--- src/rtl/tx_link_pkg.sv ---
// Shared definitions for the JESD204B transmit link controller:
// control characters, link state encoding and link-layer stream select codes.
package tx_link_pkg;

  // Control characters used in the ILA sequence
  localparam logic [7:0] K28_0 = 8'h1C;  // /R/ multiframe start
  localparam logic [7:0] K28_3 = 8'h7C;  // /A/ multiframe end
  localparam logic [7:0] K28_4 = 8'h9C;  // /Q/ configuration marker

  // Link state, visible on o_state
  typedef enum logic [1:0] {
    ST_CGS  = 2'd0,
    ST_ILAS = 2'd1,
    ST_DATA = 2'd2
  } link_state_e;

  // Link-layer stream select codes, visible on o_link_mux
  localparam logic [2:0] MUX_USER = 3'd0;
  localparam logic [2:0] MUX_KSEQ = 3'd1;
  localparam logic [2:0] MUX_ILA  = 3'd2;

endpackage

--- src/rtl/lmfc_counter.sv ---
// Free-running local frame / multiframe counters. Supplies the frame index,
// the multiframe position of the next octet, a last-octet flag and a
// registered LMFC pulse aligned to the first octet of each multiframe.
module lmfc_counter #(
  parameter int F = 1,
  parameter int K = 32
) (
  input  logic       clk_i,
  input  logic       rst_i,
  output logic [4:0] frame_cnt_o,
  output logic [8:0] mf_pos_next_o,
  output logic       last_o,
  output logic       lmfc_o
);

  localparam logic [3:0] OCT_LAST = 4'(F - 1);
  localparam logic [4:0] FRM_LAST = 5'(K - 1);
  localparam logic [8:0] POS_LAST = 9'(F * K - 1);

  logic [3:0] octet_q, octet_d;
  logic [4:0] frame_q, frame_d;
  logic [8:0] mf_pos;
  logic       lmfc_q;

  assign mf_pos        = 9'(frame_q) * 9'(F) + 9'(octet_q);
  assign last_o        = (mf_pos == POS_LAST);
  assign mf_pos_next_o = last_o ? 9'd0 : mf_pos + 9'd1;
  assign frame_cnt_o   = frame_q;
  assign lmfc_o        = lmfc_q;

  // Next octet/frame position: octet wraps into frame, frame wraps at K
  always_comb begin
    octet_d = octet_q + 4'd1;
    frame_d = frame_q;
    if (octet_q == OCT_LAST) begin
      octet_d = 4'd0;
      frame_d = (frame_q == FRM_LAST) ? 5'd0 : frame_q + 5'd1;
    end
  end

  // Counter registers; the LMFC pulse is raised for the cycle following the last octet
  always_ff @(posedge clk_i) begin
    if (rst_i) begin
      octet_q <= 4'd0;
      frame_q <= 5'd0;
      lmfc_q  <= 1'b0;
    end else begin
      octet_q <= octet_d;
      frame_q <= frame_d;
      lmfc_q  <= last_o;
    end
  end

endmodule

--- src/rtl/tx_link_ctrl.sv ---
// JESD204B transmit link-layer controller: CGS -> ILAS -> DATA sequencing
// from SYNC~, resync / short-pulse error detection, and generation of the
// ILA octet stream. All outputs are registered from next-state values so the
// stream select and the ILA octet change on the same edge.
module tx_link_ctrl
  import tx_link_pkg::*;
#(
  parameter int F               = 1,
  parameter int K               = 32,
  parameter int ILA_MF          = 4,
  parameter int SYNC_REQ_FRAMES = 5
) (
  input  logic         clk,
  input  logic         rst,
  input  logic         i_sync_n,
  input  logic [111:0] i_cfg,
  output logic [2:0]   o_link_mux,
  output logic [7:0]   o_ila_data,
  output logic         o_ila_vld,
  output logic         o_ila_k,
  output logic [4:0]   o_no_frame_de_assertion,
  output logic         o_lmfc,
  output logic         o_sync_err,
  output logic [1:0]   o_state
);

  localparam logic [8:0] POS_LAST = 9'(F * K - 1);
  localparam logic [7:0] ILA_LAST = 8'(ILA_MF - 1);
  localparam logic [7:0] LOW_THR  = 8'(SYNC_REQ_FRAMES * F);

  logic [4:0]  frame_cnt;
  logic [8:0]  mf_pos_next;
  logic        last_oct;
  logic        lmfc;

  link_state_e state_q, state_d;
  logic        pending_q, pending_d;
  logic [7:0]  low_q, low_d;
  logic [7:0]  ila_mf_q, ila_mf_d;
  logic [4:0]  nofr_q, nofr_d;
  logic        err_q, err_d;
  logic [2:0]  mux_q, mux_d;
  logic        vld_q, vld_d;
  logic [7:0]  data_q;
  logic        k_q;
  logic [8:0]  ila_d;

  // ILA octet {k, data} for a given multiframe position and ILA multiframe index
  function automatic logic [8:0] ila_octet(input logic [8:0]   pos,
                                           input logic [7:0]   mf,
                                           input logic [111:0] cfg);
    logic [8:0] r;
    int         idx;
    r = {1'b0, pos[7:0]};
    if (pos == 9'd0) begin
      r = {1'b1, K28_0};
    end else if (pos == POS_LAST) begin
      r = {1'b1, K28_3};
    end else if (mf == 8'd1 && pos == 9'd1) begin
      r = {1'b1, K28_4};
    end else if (mf == 8'd1 && pos >= 9'd2 && pos <= 9'd15) begin
      idx = int'(pos) - 2;
      r   = {1'b0, cfg[8*idx +: 8]};
    end
    return r;
  endfunction

  lmfc_counter #(
    .F (F),
    .K (K)
  ) u_lmfc (
    .clk_i         (clk),
    .rst_i         (rst),
    .frame_cnt_o   (frame_cnt),
    .mf_pos_next_o (mf_pos_next),
    .last_o        (last_oct),
    .lmfc_o        (lmfc)
  );

  // Link state sequencing, SYNC~ low counting and de-assertion frame capture
  always_comb begin
    state_d   = state_q;
    pending_d = pending_q;
    low_d     = low_q;
    ila_mf_d  = ila_mf_q;
    nofr_d    = nofr_q;
    err_d     = 1'b0;
    case (state_q)
      ST_CGS: begin
        low_d     = 8'd0;
        ila_mf_d  = 8'd0;
        pending_d = i_sync_n;
        // First high cycle of a pending start records where SYNC~ rose
        if (i_sync_n && !pending_q) nofr_d = frame_cnt;
        // ILAS may only start on a multiframe boundary
        if (i_sync_n && last_oct) state_d = ST_ILAS;
      end
      ST_ILAS, ST_DATA: begin
        pending_d = 1'b0;
        if (i_sync_n) begin
          low_d = 8'd0;
          // A low pulse too short to be a resync request is an error report
          if (low_q != 8'd0 && low_q < LOW_THR) err_d = 1'b1;
        end else if (low_q != 8'hFF) begin
          low_d = low_q + 8'd1;
        end
        if (state_q == ST_ILAS && last_oct) begin
          if (ila_mf_q == ILA_LAST) begin
            state_d  = ST_DATA;
            ila_mf_d = 8'd0;
          end else begin
            ila_mf_d = ila_mf_q + 8'd1;
          end
        end
        // Resync request overrides any ILAS -> DATA progression
        if (!i_sync_n && low_d >= LOW_THR) begin
          state_d  = ST_CGS;
          ila_mf_d = 8'd0;
        end
      end
      default: state_d = ST_CGS;
    endcase
  end

  // Stream select and ILA octet for the state and position of the next cycle
  always_comb begin
    mux_d = MUX_KSEQ;
    vld_d = 1'b0;
    ila_d = 9'd0;
    case (state_d)
      ST_ILAS: begin
        mux_d = MUX_ILA;
        vld_d = 1'b1;
        ila_d = ila_octet(mf_pos_next, ila_mf_d, i_cfg);
      end
      ST_DATA: mux_d = MUX_USER;
      default: mux_d = MUX_KSEQ;
    endcase
  end

  // Control and output registers
  always_ff @(posedge clk) begin
    if (rst) begin
      state_q   <= ST_CGS;
      pending_q <= 1'b0;
      low_q     <= 8'd0;
      ila_mf_q  <= 8'd0;
      nofr_q    <= 5'd0;
      err_q     <= 1'b0;
      mux_q     <= MUX_KSEQ;
      vld_q     <= 1'b0;
      data_q    <= 8'd0;
      k_q       <= 1'b0;
    end else begin
      state_q   <= state_d;
      pending_q <= pending_d;
      low_q     <= low_d;
      ila_mf_q  <= ila_mf_d;
      nofr_q    <= nofr_d;
      err_q     <= err_d;
      mux_q     <= mux_d;
      vld_q     <= vld_d;
      data_q    <= ila_d[7:0];
      k_q       <= ila_d[8];
    end
  end

  assign o_state                 = state_q;
  assign o_link_mux              = mux_q;
  assign o_ila_vld               = vld_q;
  assign o_ila_data              = data_q;
  assign o_ila_k                 = k_q;
  assign o_no_frame_de_assertion = nofr_q;
  assign o_lmfc                  = lmfc;
  assign o_sync_err              = err_q;

endmodule

--- config.mk ---
export PLATFORM = sky130hd
export DESIGN_NAME = tx_link_ctrl
export DESIGN_NICKNAME = d
export VERILOG_FILES = /design/src/rtl/tx_link_pkg.sv /design/src/rtl/lmfc_counter.sv /design/src/rtl/tx_link_ctrl.sv
export SDC_FILE = /design/constraint.sdc
export NUM_CORES = 1
export LEC_CHECK = 0
export BUFFER_PORTS_ARGS = -buffer_cell sky130_fd_sc_hd__buf_2
export CORE_MARGIN = 1
export CORE_UTILIZATION = 35
export DETAILED_ROUTE_END_ITERATION = 10
export HOLD_SLACK_MARGIN = 0.15
export MAX_ROUTING_LAYER = met4
export PLACE_DENSITY = 0.7
export SKIP_CTS_REPAIR_TIMING = 1
export SLEW_MARGIN = 40
export SYNTH_ARGS = -nofsm -noshare
export SYNTH_HDL_FRONTEND = slang
export SYNTH_HIERARCHICAL = 1
export SYNTH_SLANG_ARGS = --single-unit
--- constraint.sdc ---
create_clock -name clk -period 10.25 [get_ports clk]
set_input_delay 1.5375 -clock clk [delete_from_list [all_inputs] [get_ports clk]]
set_output_delay 1.5375 -clock clk [all_outputs]
set_load 0.01 [all_outputs]
Word level (Yosys, flattened, before mapping)
Index checks and enable logic that the tools add are counted.
- word-level logic and storage cells: 88
- ROM bits: 0
- flip-flop bits (word level): 48
- output and inout bits: 22
- input bits: 115
- memories: 0
- bits in writable memories: 0
- latch bits: 0
- $mul: 0
- shift operators: 1
- divide/modulo/power cells: 0
- add/subtract/negate cells: 7
- equal/unequal tests: 11
- bitwise operators: 3
- mux-type cells: 23
- reduce and logical (&&, ||, !) cells: 23
- $lt $le $gt $ge: 4
- operators by type and width (cell ; count):
    $shiftx A112 B13 Y8 ; 1
    $mux W8 ; 7
    $mux W9 ; 4
    $pmux W8 S2 ; 2
    $eq A9 B5 Y1 const B ; 2
    $add A8 B1 Y8 const B ; 2
    $sub A9 B2 Y10 const B ; 1
    $add A9 B1 Y9 const B ; 1
    $eq A9 B1 Y1 const B ; 1
    $ge A9 B2 Y1 const B ; 1
    $le A9 B4 Y1 const B ; 1
    $logic_not A9 Y1 ; 1
    $eq A8 B1 Y1 const B ; 1
    $eq A8 B2 Y1 const B ; 1
    $ge A8 B3 Y1 const B ; 1
    $logic_and A1 B1 Y1 ; 8
    $lt A8 B3 Y1 const B ; 1
    $mux W2 ; 4
    $ne A8 B8 Y1 const B ; 1
    $pmux W2 S2 ; 2
    $reduce_bool A8 Y1 ; 1
    $add A5 B4 Y6 ; 1
    $reduce_or A2 Y1 ; 3
    $reduce_or A3 Y1 ; 2
    16 further kinds ; 22

Depth between registers and ports, before layout
Gate-level depths: netlist of the first run.
- depth in word-level cells: 15
- mapped depth: 20
- depth with buffers taken out: 19

Cells and area by module
Netlist of the first run, hierarchy kept.
- by module, submodules not included (module ; cells each ; seq. area each (sq um) ; times used ; area an instance (sq um)):
    tx_link_ctrl ; 365 ; 740.7 ; 1 ; 3115.5
    lmfc_counter ; 85 ; 200.2 ; 1 ; 739.5

Least setup slack after synthesis of the first run
Ideal clock, no wire load.
- path type: register to register
- start: register u_lmfc.frame_q[0], in the netlist u_lmfc/frame_cnt_o[0]
- end: register data_q[5], in the netlist o_ila_data[5]
- data arrival time: 4251 ps
- period minus slack after synthesis: 4379 ps
- setup time: 128 ps
- path buffers: 4
- cell stages (with the launch flop): 20
- slack: 5871 ps
- data required time: 10122 ps
- path through: dfxtp_1 > ha_1 > inv_1 > fa_1 > nand2b_1 > a21oi_2 > xor2_2 > and4_1 > buf_6 > nor2b_2 > clkbuf_1 > inv_1 > ha_1 > clkbuf_1 > clkbuf_1 > mux4_2 > a211oi_1 > a211oi_1 > a211oi_1 > nor2_1
- elaborated cells between the ends (all ways): 30
- classes of those cells: add/sub: 3; order compare: 2; eq/ne: 5; shift: 1; mux: 11; bitwise: 1; reduce/logical: 7
- RTL lines (element ; RTL line ; text):
    start, declared ; lmfc_counter.sv:21 ; logic [4:0] frame_q, frame_d;
    start signal, assigned ; lmfc_counter.sv:49 ; frame_q <= frame_d;
    $add A5 B4 Y6 (*) ; lmfc_counter.sv:25 ; assign mf_pos = 9'(frame_q) * 9'(F) + 9'(octet_q);
    $eq A9 B5 Y1 (*) ; lmfc_counter.sv:26 ; assign last_o = (mf_pos == POS_LAST);
    named net last_oct ; tx_link_ctrl.sv:33 ; logic last_oct;
    $mux W9 (*) ; lmfc_counter.sv:27 ; assign mf_pos_next_o = last_o ? 9'd0 : mf_pos + 9'd1;
    named net mf_pos_next[1] ; tx_link_ctrl.sv:32 ; logic [8:0] mf_pos_next;
    branches (longest 6 deep; another with $sub A9 B2 Y10) ; n/a ;
    end signal, assigned ; tx_link_ctrl.sv:163 ; data_q <= ila_d[7:0];
    end, declared ; tx_link_ctrl.sv:44 ; logic [7:0] data_q;
Mark *: on every way through the listed nets, which the timed path passes.
A chain may end at the register's enable or synchronous reset.

Worst setup path after layout of the first run
- start: register u_lmfc.frame_q[0], in the netlist u_lmfc/frame_cnt_o[0]
- end: register data_q[4], in the netlist o_ila_data[4]
- elaborated cells between the ends (all ways): 31
- classes of those cells: add/sub: 3; order compare: 2; eq/ne: 5; shift: 1; mux: 12; bitwise: 1; reduce/logical: 7
- RTL lines (element ; RTL line ; text):
    $add A5 B4 Y6 (*) ; lmfc_counter.sv:25 ;
    $eq A9 B5 Y1 (*) ; lmfc_counter.sv:26 ;
    named net last_oct ; tx_link_ctrl.sv:33 ;
    $mux W9 (*) ; lmfc_counter.sv:27 ;
    named net mf_pos_next[1] ; tx_link_ctrl.sv:32 ;
    branches (longest 6 deep; another with $sub A9 B2 Y10) ; n/a ;
    $mux W9 (*) ; tx_link_ctrl.sv:55 ; if (pos == 9'd0) begin
Marks and branches as above.

==> run metrics, run 1 <==
Relative slew margins=between 40% and 50%; Highest Signal Layer=met4; top cell type's share of synthesized area=roughly a quarter; DRC errors left=0; EDFF count, synth=0; met3 WL post-DR=~490 um; global-route wire length before repair=between 15 and 20 mm; Synth Area per Inst=between 8 and 9 um^2; grt ovf=0; ratio of cells with drive above 1 in the final layout=between 30% and 40%; # setup viols final=0; met1 wire length=approximately 4.1 mm; Slew Viols, Final=0; initial drt markers=~230; htree depth=2; worst min-delay path class=reg2reg; Max Root-Sink Buffers=2; WHS Path Cells=2; Final Hold Viols=0; DP HPWL=8.44 mm; via-per-instance ratio=around 5.4; crit-path max FO=31; Syn Std Cell Area=3850 um^2; met2 WL=between 5 and 6 mm; peak supply drop=approximately 51 uV; fin crit share=around 45%; fin area=4680 um^2; commonest non-fill, non-tap cell in the layout=buf_2; Area after DPL=about 4600 um^2; n_diodes=0; synth top area cells=dfxtp_1 24%, mux4_2 14%, mux2i_1 7.0%; Die Span Y=~110 um; Tightest Pin Transition=just under 0.8 ns; gr usage total=about a fifth; register area share after synthesis=between 20% and 30%; core box area=about 11000 um^2; most frequent cells in the layout=135 x buf_2, 54 x nor2_1, 47 x dfxtp_1; critical path required time=~10 ns; status=finished, final reports clean; Post-synth ARST share=0%; Top FF cell, synth=dfxtp_1; CTS tree=done; area delta synth->final=21.4%; DR vias=around 3800; Max Cap Viol=0; RePlAce Congestion=0.888; pin count of the biggest net entering global routing=39; Distinct cells, synth=between 50 and 60; Clk pin slew, worst setup/hold paths=0.10 ns; wire per inst=14.8 um; pwr/cell area=95.1 nW/um^2; drt first pass iters=4; I/O pins=between 100 and 150; Non-Filler Instances=703; synth warn=6; leakage power=0.00201 uW; endpoint class of the critical path=flop; die area=~11000 um^2; Starting Density=36.7%; Routed Antenna Nets=0; achievable frequency=217 MHz; RSZ-0062 raised after global routing=false; number of global-route vias before repair=between 3000 and 4000; Gate Count Post-Synth=450; Worst Reg-to-Reg Cells=18; crit path kind=reg2reg; post-synth top area cell=dfxtp_1; CP startpoint kind=flop; Routed WL=about 10 mm; die span in x=107 um; Final #Nets=around 700; #FFs+latches synth=47; setup TNS=0 ns; antenna violations before repair=0; crit path DAT=approximately 4.8 ns; clock sinks=47; TritonCTS Buffers=5; final setup skew=~0.014 ns; placed cells=695; Cell Rows=37; worst-skew pair later-pin latency=about 0.31 ns; Root Buffer=clkbuf_8; buffers added on ports=~140; Final min period=~4.6 ns
-- final timing paths --
path                                                          from                       end  slack [ns]
worst min register to register              ila_mf_q[7]$_SDFF_PP0_    ila_mf_q[7]$_SDFF_PP0_        0.50
worst max-delay path            u_lmfc/frame_cnt_o[0]$_SDFFE_PP0P_  o_ila_data[4]$_SDFF_PP0_        5.65
worst max register to register  u_lmfc/frame_cnt_o[0]$_SDFFE_PP0P_  o_ila_data[4]$_SDFF_PP0_        5.65
worst min-delay path                        ila_mf_q[7]$_SDFF_PP0_    ila_mf_q[7]$_SDFF_PP0_        0.50
-- cells in the mapped netlist, types with 5 or more instances --
library cell	instances
nor2_1	54
dfxtp_1	47
a21oi_1	33
nand2_1	32
mux2i_1	27
mux4_2	24
ha_1	20
o21ai_0	20
clkbuf_1	16
inv_1	16
nand3_1	16
nor3_1	16
a211oi_1	15
nand4_1	7
nor2b_1	7
or3_1	6
and3_1	5
buf_2	5
buf_4	5
nor3b_1	5
o21ai_1	5
or4_1	5
xnor2_1	5
-- metal layers --
metal | GRT usage [%] | up-vias
met5 | - | -
met4 | 6.36 | 0
met3 | 2.37 | 20
met2 | 35.1 | 134
met1 | 20.2 | 1785
li1 | - | 1892
-- critical path, cell delays in order, from the launching register on --
cell,delay (ns)
dfxtp_1,0.45
ha_1,0.21
inv_1,0.05
fa_1,0.39
nand2b_1,0.18
a21oi_2,0.16
xor2_2,0.10
and4_1,0.38
nor2b_2,0.16
buf_4,0.33
inv_1,0.10
ha_1,0.76
mux4_2,0.41
nand2_1,0.07
o21ai_0,0.10
a41oi_1,0.24
a31oi_1,0.11
a21oi_1,0.17
o21ai_1,0.07
-- power by group --
part / internal (uW) / switching, uW
Clock: 50.6 / 69.8
Sequential: 184 / 2.20
Combinational: 70.9 / 67.1
Total: 306 / 139
-- cell type report --
type / instances / area (um^2)
fillers: 1025 / 5830
multi-input cells: 359 / 2720
flip-flops and latches: 47 / 941
repair buffers: 137 / 691
well taps: 136 / 170
clock buffers: 5 / 68.8
inverters: 16 / 60.1
clock inverters: 3 / 27.5
-- state kept, by name (all words and copies together), names as in the netlist --
name / count
ila_mf_q: 8
low_q: 8
o_ila_data: 8
o_no_frame_de_assertion: 5
u_lmfc/frame_cnt_o: 5
u_lmfc/octet_q: 4
o_link_mux: 2
o_state: 2
o_ila_k: 1
o_ila_vld: 1
o_sync_err: 1
pending_q: 1
u_lmfc/lmfc_o: 1
-- per-stage QoR --
step | utilization [%] | total power [uW] | hold WS (ns) | setup slack, ns
after floorplan | - | 290 | 0.455 | 5.87
after global placement | 43.5 | 325 | 0.478 | 5.84
after detailed placement | 43.6 | 330 | 0.484 | 5.69
after CTS | 44.5 | 449 | 0.501 | 5.65
after global routing | 44.5 | 471 | 0.536 | 5.18
final | 44.5 | 445 | 0.502 | 5.65
-- cell families (layout without fill, tap and decap cells) --
group | after synthesis | count (layout) | share of synthesized area (%)
AND/OR/NAND/NOR | 178 | 178 | 23.8
AO/OA/AOI/OAI | 95 | 95 | 15.6
multiplexers | 51 | 51 | 21.0
flip-flops | 47 | 47 | 24.4
buffers and inverters | 46 | 161 | 5.52
adder cells (fa/ha/maj) | 21 | 21 | 7.01
XOR/XNOR | 10 | 10 | 2.47
other | 2 | 4 | 0.195
No activity file was read; power rests on OpenSTA's default activity.
==> inputs of run 2 (changes only) <==
PLACE_DENSITY = 0.72   (was 0.7)
clock period = 3.9 ns   (was 10.25 ns; I/O delays follow)
==> run 2 against run 1 <==
  * Fmax increased by 27%
  * Critical path depth increased by 1
  * Worst setup slack got worse by 5.4 ns
  * Hold slack got worse by 0.040 ns
  * Non-clock buffer count increased by 19
  * Largest power group unchanged
==> run metrics, run 2 (synthesized netlist as in run 1, its figures left out) <==
crit path kind=reg2reg; worst-skew pair later-pin latency=0.30 ns (about the same); Clk pin slew, worst setup/hold paths=0.09 ns (about the same); Final Hold Viols=0 (unchanged); placed cells=711 (+2.3%); TritonCTS Buffers=5 (unchanged); wire per inst=14.9 um (+1.2%); via-per-instance ratio=5.39 (-1.1%); drt first pass iters=5 (+1); antenna violations before repair=0 (unchanged); n_diodes=0 (unchanged); Tightest Pin Transition=0.717 ns (-0.0566 ns); clock sinks=47 (unchanged); DP HPWL=8.72 mm (+3.3%); Relative slew margins=52.2% (+3.8 points); Cell Rows=37 (unchanged); area delta synth->final=25.9%; cells along the critical path=ha_1 -> inv_1 -> fa_1 -> nand2b_1 -> a21oi_2 -> xor2_2 -> and4_4 -> buf_6 -> nor2b_2 -> inv_1 -> ha_2 -> buf_4 -> mux4_2 -> nand2_1 -> o21ai_1 -> a41oi_1 -> a31oi_1 -> a21oi_1 -> o21ai_1; worst min-delay path class=reg2reg; CP startpoint kind=flop; setup TNS=0 ns (unchanged); fill count=989 (-3.5%); die span in x=107 um (unchanged); endpoint class of the critical path=flop; critical path's slowest cell=fa_1; most frequent cells in the layout=136 x buf_2, 54 x nor2_1, 46 x dfxtp_1; Final min period=3.61 ns (-0.991 ns); Root Buffer=clkbuf_8; leakage power=0.00211 uW (+4.8%); htree depth=2 (unchanged); Slew Viols, Final=0 (unchanged); Routed WL=10.8 mm (+3.8%); Non-Filler Instances=721 (+2.6%); pwr/cell area=254 nW/um^2 (+170%); crit-path leading delay family=adder cells; initial drt markers=163 (-28%); grt ovf=0 (unchanged); gr usage total=19.1% (+0.43 points); peak supply drop=124 uV (+140%); crit-path max FO=6 (-81%); Routed Antenna Nets=0 (unchanged); buffers added on ports=135 (unchanged); RePlAce Congestion=0.878 (-1.2%); commonest non-fill, non-tap cell in the layout=buf_2; CTS tree=done; die area=11400 um^2 (unchanged); RSZ-0062 raised after global routing=false; achievable frequency=277 MHz (+27%); Final #Nets=721 (+2.7%); I/O pins=137 (unchanged); number of global-route vias before repair=3783 (+0.42%); Die Span Y=107 um (unchanged); critical path required time=4.08 ns (-6.35 ns); DR vias=3885 (+1.4%); fin crit share=92.6% (+48 points); final setup skew=0.00919 ns (-0.00438 ns); Max Cap Viol=0 (unchanged); Max Root-Sink Buffers=2 (unchanged); ratio of cells with drive above 1 in the final layout=36.4% (+3.4 points); Final Power=1230 uW (+180%); max incr delay on CP=0.39 ns (-0.37 ns); global-route wire length before repair=17.2 mm (+1.4%); status=finished, final reports clean; Starting Density=36.7% (unchanged); DRC errors left=0 (unchanged); crit path DAT=3.79 ns (-0.99 ns); Buffers & Inverters on Critical Path=4 (+1); core box area=10500 um^2 (unchanged); pin count of the biggest net entering global routing=39 (unchanged); # setup viols final=0 (unchanged)
## run 2: stage by stage
stage / utilization (%) / hold WS, ns / cell area, um^2 / setup slack [ns]
after floorplan: - / 0.455 / 3870 / 0.0181
after global placement: 44.7 / 0.476 / 4700 / 0.183
after detailed placement: 44.7 / 0.486 / 4700 / 0.101
after CTS: 45.7 / 0.502 / 4800 / 0.0547
after global routing: 46.2 / 0.496 / 4850 / 0.0137
final: 46.2 / 0.463 / 4850 / 0.288
## run 2: cell type report
type | count | area (um^2) | area share (%)
Multi-Input combinational cell | 359 | 2740 | 56.5
Sequential cell | 47 | 942 | 19.4
Timing Repair Buffer | 156 | 835 | 17.2
Tap cell | 136 | 170 | 3.51
Clock buffer | 5 | 68.8 | 1.42
Inverter | 16 | 60.1 | 1.24
Clock inverter | 2 | 37.5 | 0.773
## run 2: per-layer routing
metal  GRT usage [%]  vias up  wire length (um)
met4            6.16        0               267
met2            37.0      158              5790
li1                -     1918                 -
met3            2.19       16               526
met1            20.1     1793              4190
met5               -        -                 0
## run 2: where the power goes
group          leakage, uW  total, uW  internal [uW]  switching [uW]
Clock            0.0000502        357            188             169
Sequential        0.000380        487            484            3.24
Combinational      0.00168        390            206             184
Total              0.00211       1230            878             356
## run 2: path summary, 6_finish.rpt
path	from	end	slack [ns]	depth (start not counted)
worst min register to register	u_lmfc/octet_q[0]$_SDFF_PP0_	u_lmfc/octet_q[0]$_SDFF_PP0_	0.46	1
worst min-delay path	u_lmfc/octet_q[0]$_SDFF_PP0_	u_lmfc/octet_q[0]$_SDFF_PP0_	0.46	1
worst max-delay path	u_lmfc/octet_q[0]$_SDFF_PP0_	o_ila_data[4]$_SDFF_PP0_	0.29	19
worst max register to register	u_lmfc/octet_q[0]$_SDFF_PP0_	o_ila_data[4]$_SDFF_PP0_	0.29	19
==> inputs of run 3 (changes only) <==
CORE_ASPECT_RATIO = 1.2   (was default)
SETUP_SLACK_MARGIN = 0.3   (was default)
==> run 3 against run 2 <==
  * The run now ends with DRC left
  * Worst setup slack gained 0.080 ns
  * Flip-flop and latch count is the same
  * Non-clock buffer count grew 26
  * Register-to-register slack gained 0.08 ns
  * Count of clock-buffer cells in the layout is the same
  * Cell count grew 2.8%
  * Critical path type unchanged
  * Power grew 24%
  * Fmax grew 2.3%
  * Critical endpoint is now o_ila_data[0]$_SDFF_PP0_
  * Cell area grew 12%
  * Hold slack gained 0.038 ns
  * Die area is essentially flat
  * Via count grew 5.6%
==> run metrics, run 3 (synthesized netlist as in run 1, its figures left out) <==
Starting Density=36.3% (-0.38 points); antenna violations before repair=0 (unchanged); CP startpoint kind=flop; peak supply drop=198 uV (+60%); TritonCTS Buffers=5 (unchanged); buffers added on ports=135 (unchanged); met3 WL post-DR=710 um (+35%); most used cell, CP=nor2_4; pwr/cell area=281 nW/um^2 (+11%); wire per inst=15.9 um (+6.6%); Hold Slack=0.500 ns (+0.0378 ns); Routed WL=11.8 mm (+9.5%); DP Worst Slack=0.0274 ns (-0.0738 ns); Seq. cell area=946 um^2 (+0.40%); DRC errors left=10 (+10); cells along the critical path=ha_4 -> inv_1 -> fa_2 -> nand2b_4 -> a21oi_4 -> xor2_2 -> and4_4 -> buf_8 -> a21oi_2 -> or4_4 -> nor2_4 -> nand3_2 -> nor3_4 -> buf_6 -> mux2i_4 -> nor2_4; fin crit share=90.6% (-2.1 points); setup TNS=0 ns (unchanged); DR vias=4101 (+5.6%); gr usage total=20.2% (+1.1 points); achievable frequency=283 MHz (+2.3%); final core occ=51.3% (+5.1 points); DP HPWL=9.07 mm (+4.1%); fill count=967 (-2.2%); endpoint class of the critical path=flop; leakage power=0.00234 uW (+11%); Final Hold Viols=0 (unchanged); area delta synth->final=41.4%; htree depth=2 (unchanged); Setup WS post-layout=0.368 ns (+0.0804 ns); Highest Signal Layer=met4; Die Span Y=117 um (+9.4%); ratio of cells with drive above 1 in the final layout=45.6% (+9.2 points); # setup viols final=0 (unchanged); max incr delay on CP=0.46 ns (+0.07 ns); n_diodes=0 (unchanged); met2 WL=6.27 mm (+8.4%); Final #Nets=747 (+3.6%); Final Power=1530 uW (+24%); met1 wire length=4.51 mm (+7.7%); RSZ-0062 raised after global routing=true; RePlAce Congestion=0.995 (+13%); crit path DAT=3.72 ns (-0.07 ns); worst min-delay path class=reg2reg; die area=11400 um^2 (about the same); number of global-route vias before repair=3900 (+3.1%); critical path required time=4.08 ns (about the same); Tightest Pin Transition=0.803 ns (+0.0864 ns); die span in x=97.8 um (-8.6%); Max Root-Sink Buffers=2 (unchanged); core box area=10600 um^2 (+1.0%); multi-input logic area=3000 um^2 (+9.3%); final setup skew=0.00571 ns (-0.00348 ns); failing checks=DRC; critical path's slowest cell=or4_4; CTS tree=done; crit path kind=reg2reg; drt first pass iters=8 (+3); Slew Viols, Final=0 (unchanged); most frequent cells in the layout=135 x buf_2, 50 x nor2_1, 45 x dfxtp_1; grt ovf=0 (unchanged); Root Buffer=clkbuf_16; clock sinks=47 (unchanged); Routed Antenna Nets=0 (unchanged); Max Cap Viol=0 (unchanged); Relative slew margins=46.5% (-5.8 points); I/O pins=137 (unchanged); global-route wire length before repair=17.9 mm (+4.5%); via-per-instance ratio=5.53 (+2.7%); status=finished with violations; initial drt markers=146 (-10%); pin count of the biggest net entering global routing=39 (unchanged); Cell Rows=41 (+11%); Final min period=3.53 ns (-0.0804 ns); Clk pin slew, worst setup/hold paths=0.07 ns (-0.02 ns); commonest non-fill, non-tap cell in the layout=buf_2; worst-skew pair later-pin latency=0.29 ns (about the same); crit-path max FO=6 (unchanged)
-- run 3: cell types whose count changed in the layout (fill, tap and decap cells not counted), sizes merged --
cell,change
clkinvlp,-1
buf,+26
inv,+1
bufinv,+1
-- run 3: path summary, 6_finish.rpt --
kind / startpoint / to / slack (ns) / cells after the start
setup / recovery: u_lmfc/frame_cnt_o[0]$_SDFFE_PP0P_ / o_ila_data[0]$_SDFF_PP0_ / 0.37 / 16
hold / removal: o_no_frame_de_assertion[0]$_SDFFE_PP0P_ / o_no_frame_de_assertion[0]$_SDFFE_PP0P_ / 0.50 / 2
setup reg to reg: u_lmfc/frame_cnt_o[0]$_SDFFE_PP0P_ / o_ila_data[0]$_SDFF_PP0_ / 0.37 / 16
hold reg to reg: o_no_frame_de_assertion[0]$_SDFFE_PP0P_ / o_no_frame_de_assertion[0]$_SDFFE_PP0P_ / 0.50 / 2
-- run 3: layout make-up --
| type | count | area share [%] |
|---|---|---|
| Timing Repair Buffer | 182 | 20.0 |
| Multi-Input combinational cell | 359 | 55.0 |
| Clock buffer | 5 | 2.30 |
| Sequential cell | 47 | 17.4 |
| Clock inverter | 3 | 1.31 |
| Inverter | 16 | 1.15 |
| Tap cell | 129 | 2.96 |
-- run 3: through the flow --
stage | cell area [um^2] | cells
final | 5450 | 741
after global routing | 5450 | 741
after CTS | 4980 | 722
after detailed placement | 4780 | 714
after global placement | 4780 | 714
after floorplan | 3920 | 452
-- run 3: critical path: cells and delay by family (launching register included) --
| family | cells | cell delay (ns) |
|---|---|---|
| xor gates and xnor gates | 1 | 0.24 |
| adders and majority gates | 2 | 0.54 |
| AOI/OAI and AO/OA | 2 | 0.19 |
| muxes | 1 | 0.23 |
| DFF | 1 | 0.36 |
| and+or+nand+nor | 7 | 1.51 |
| buffers and inverters | 3 | 0.36 |
-- run 3: layer usage --
metal / vias up / GRT usage [%]
met3: 25 / 2.55
met4: 0 / 8.69
met1: 1917 / 21.7
li1: 1975 / -
met2: 184 / 37.8
met5: - / -
-- run 3: where the power goes --
part	total, uW	switching (uW)	leakage (uW)	internal, uW
sequential	488	3.88	0.000381	484
combinational	475	223	0.00187	252
clock	568	196	0.0000959	372
total	1530	423	0.00234	1110
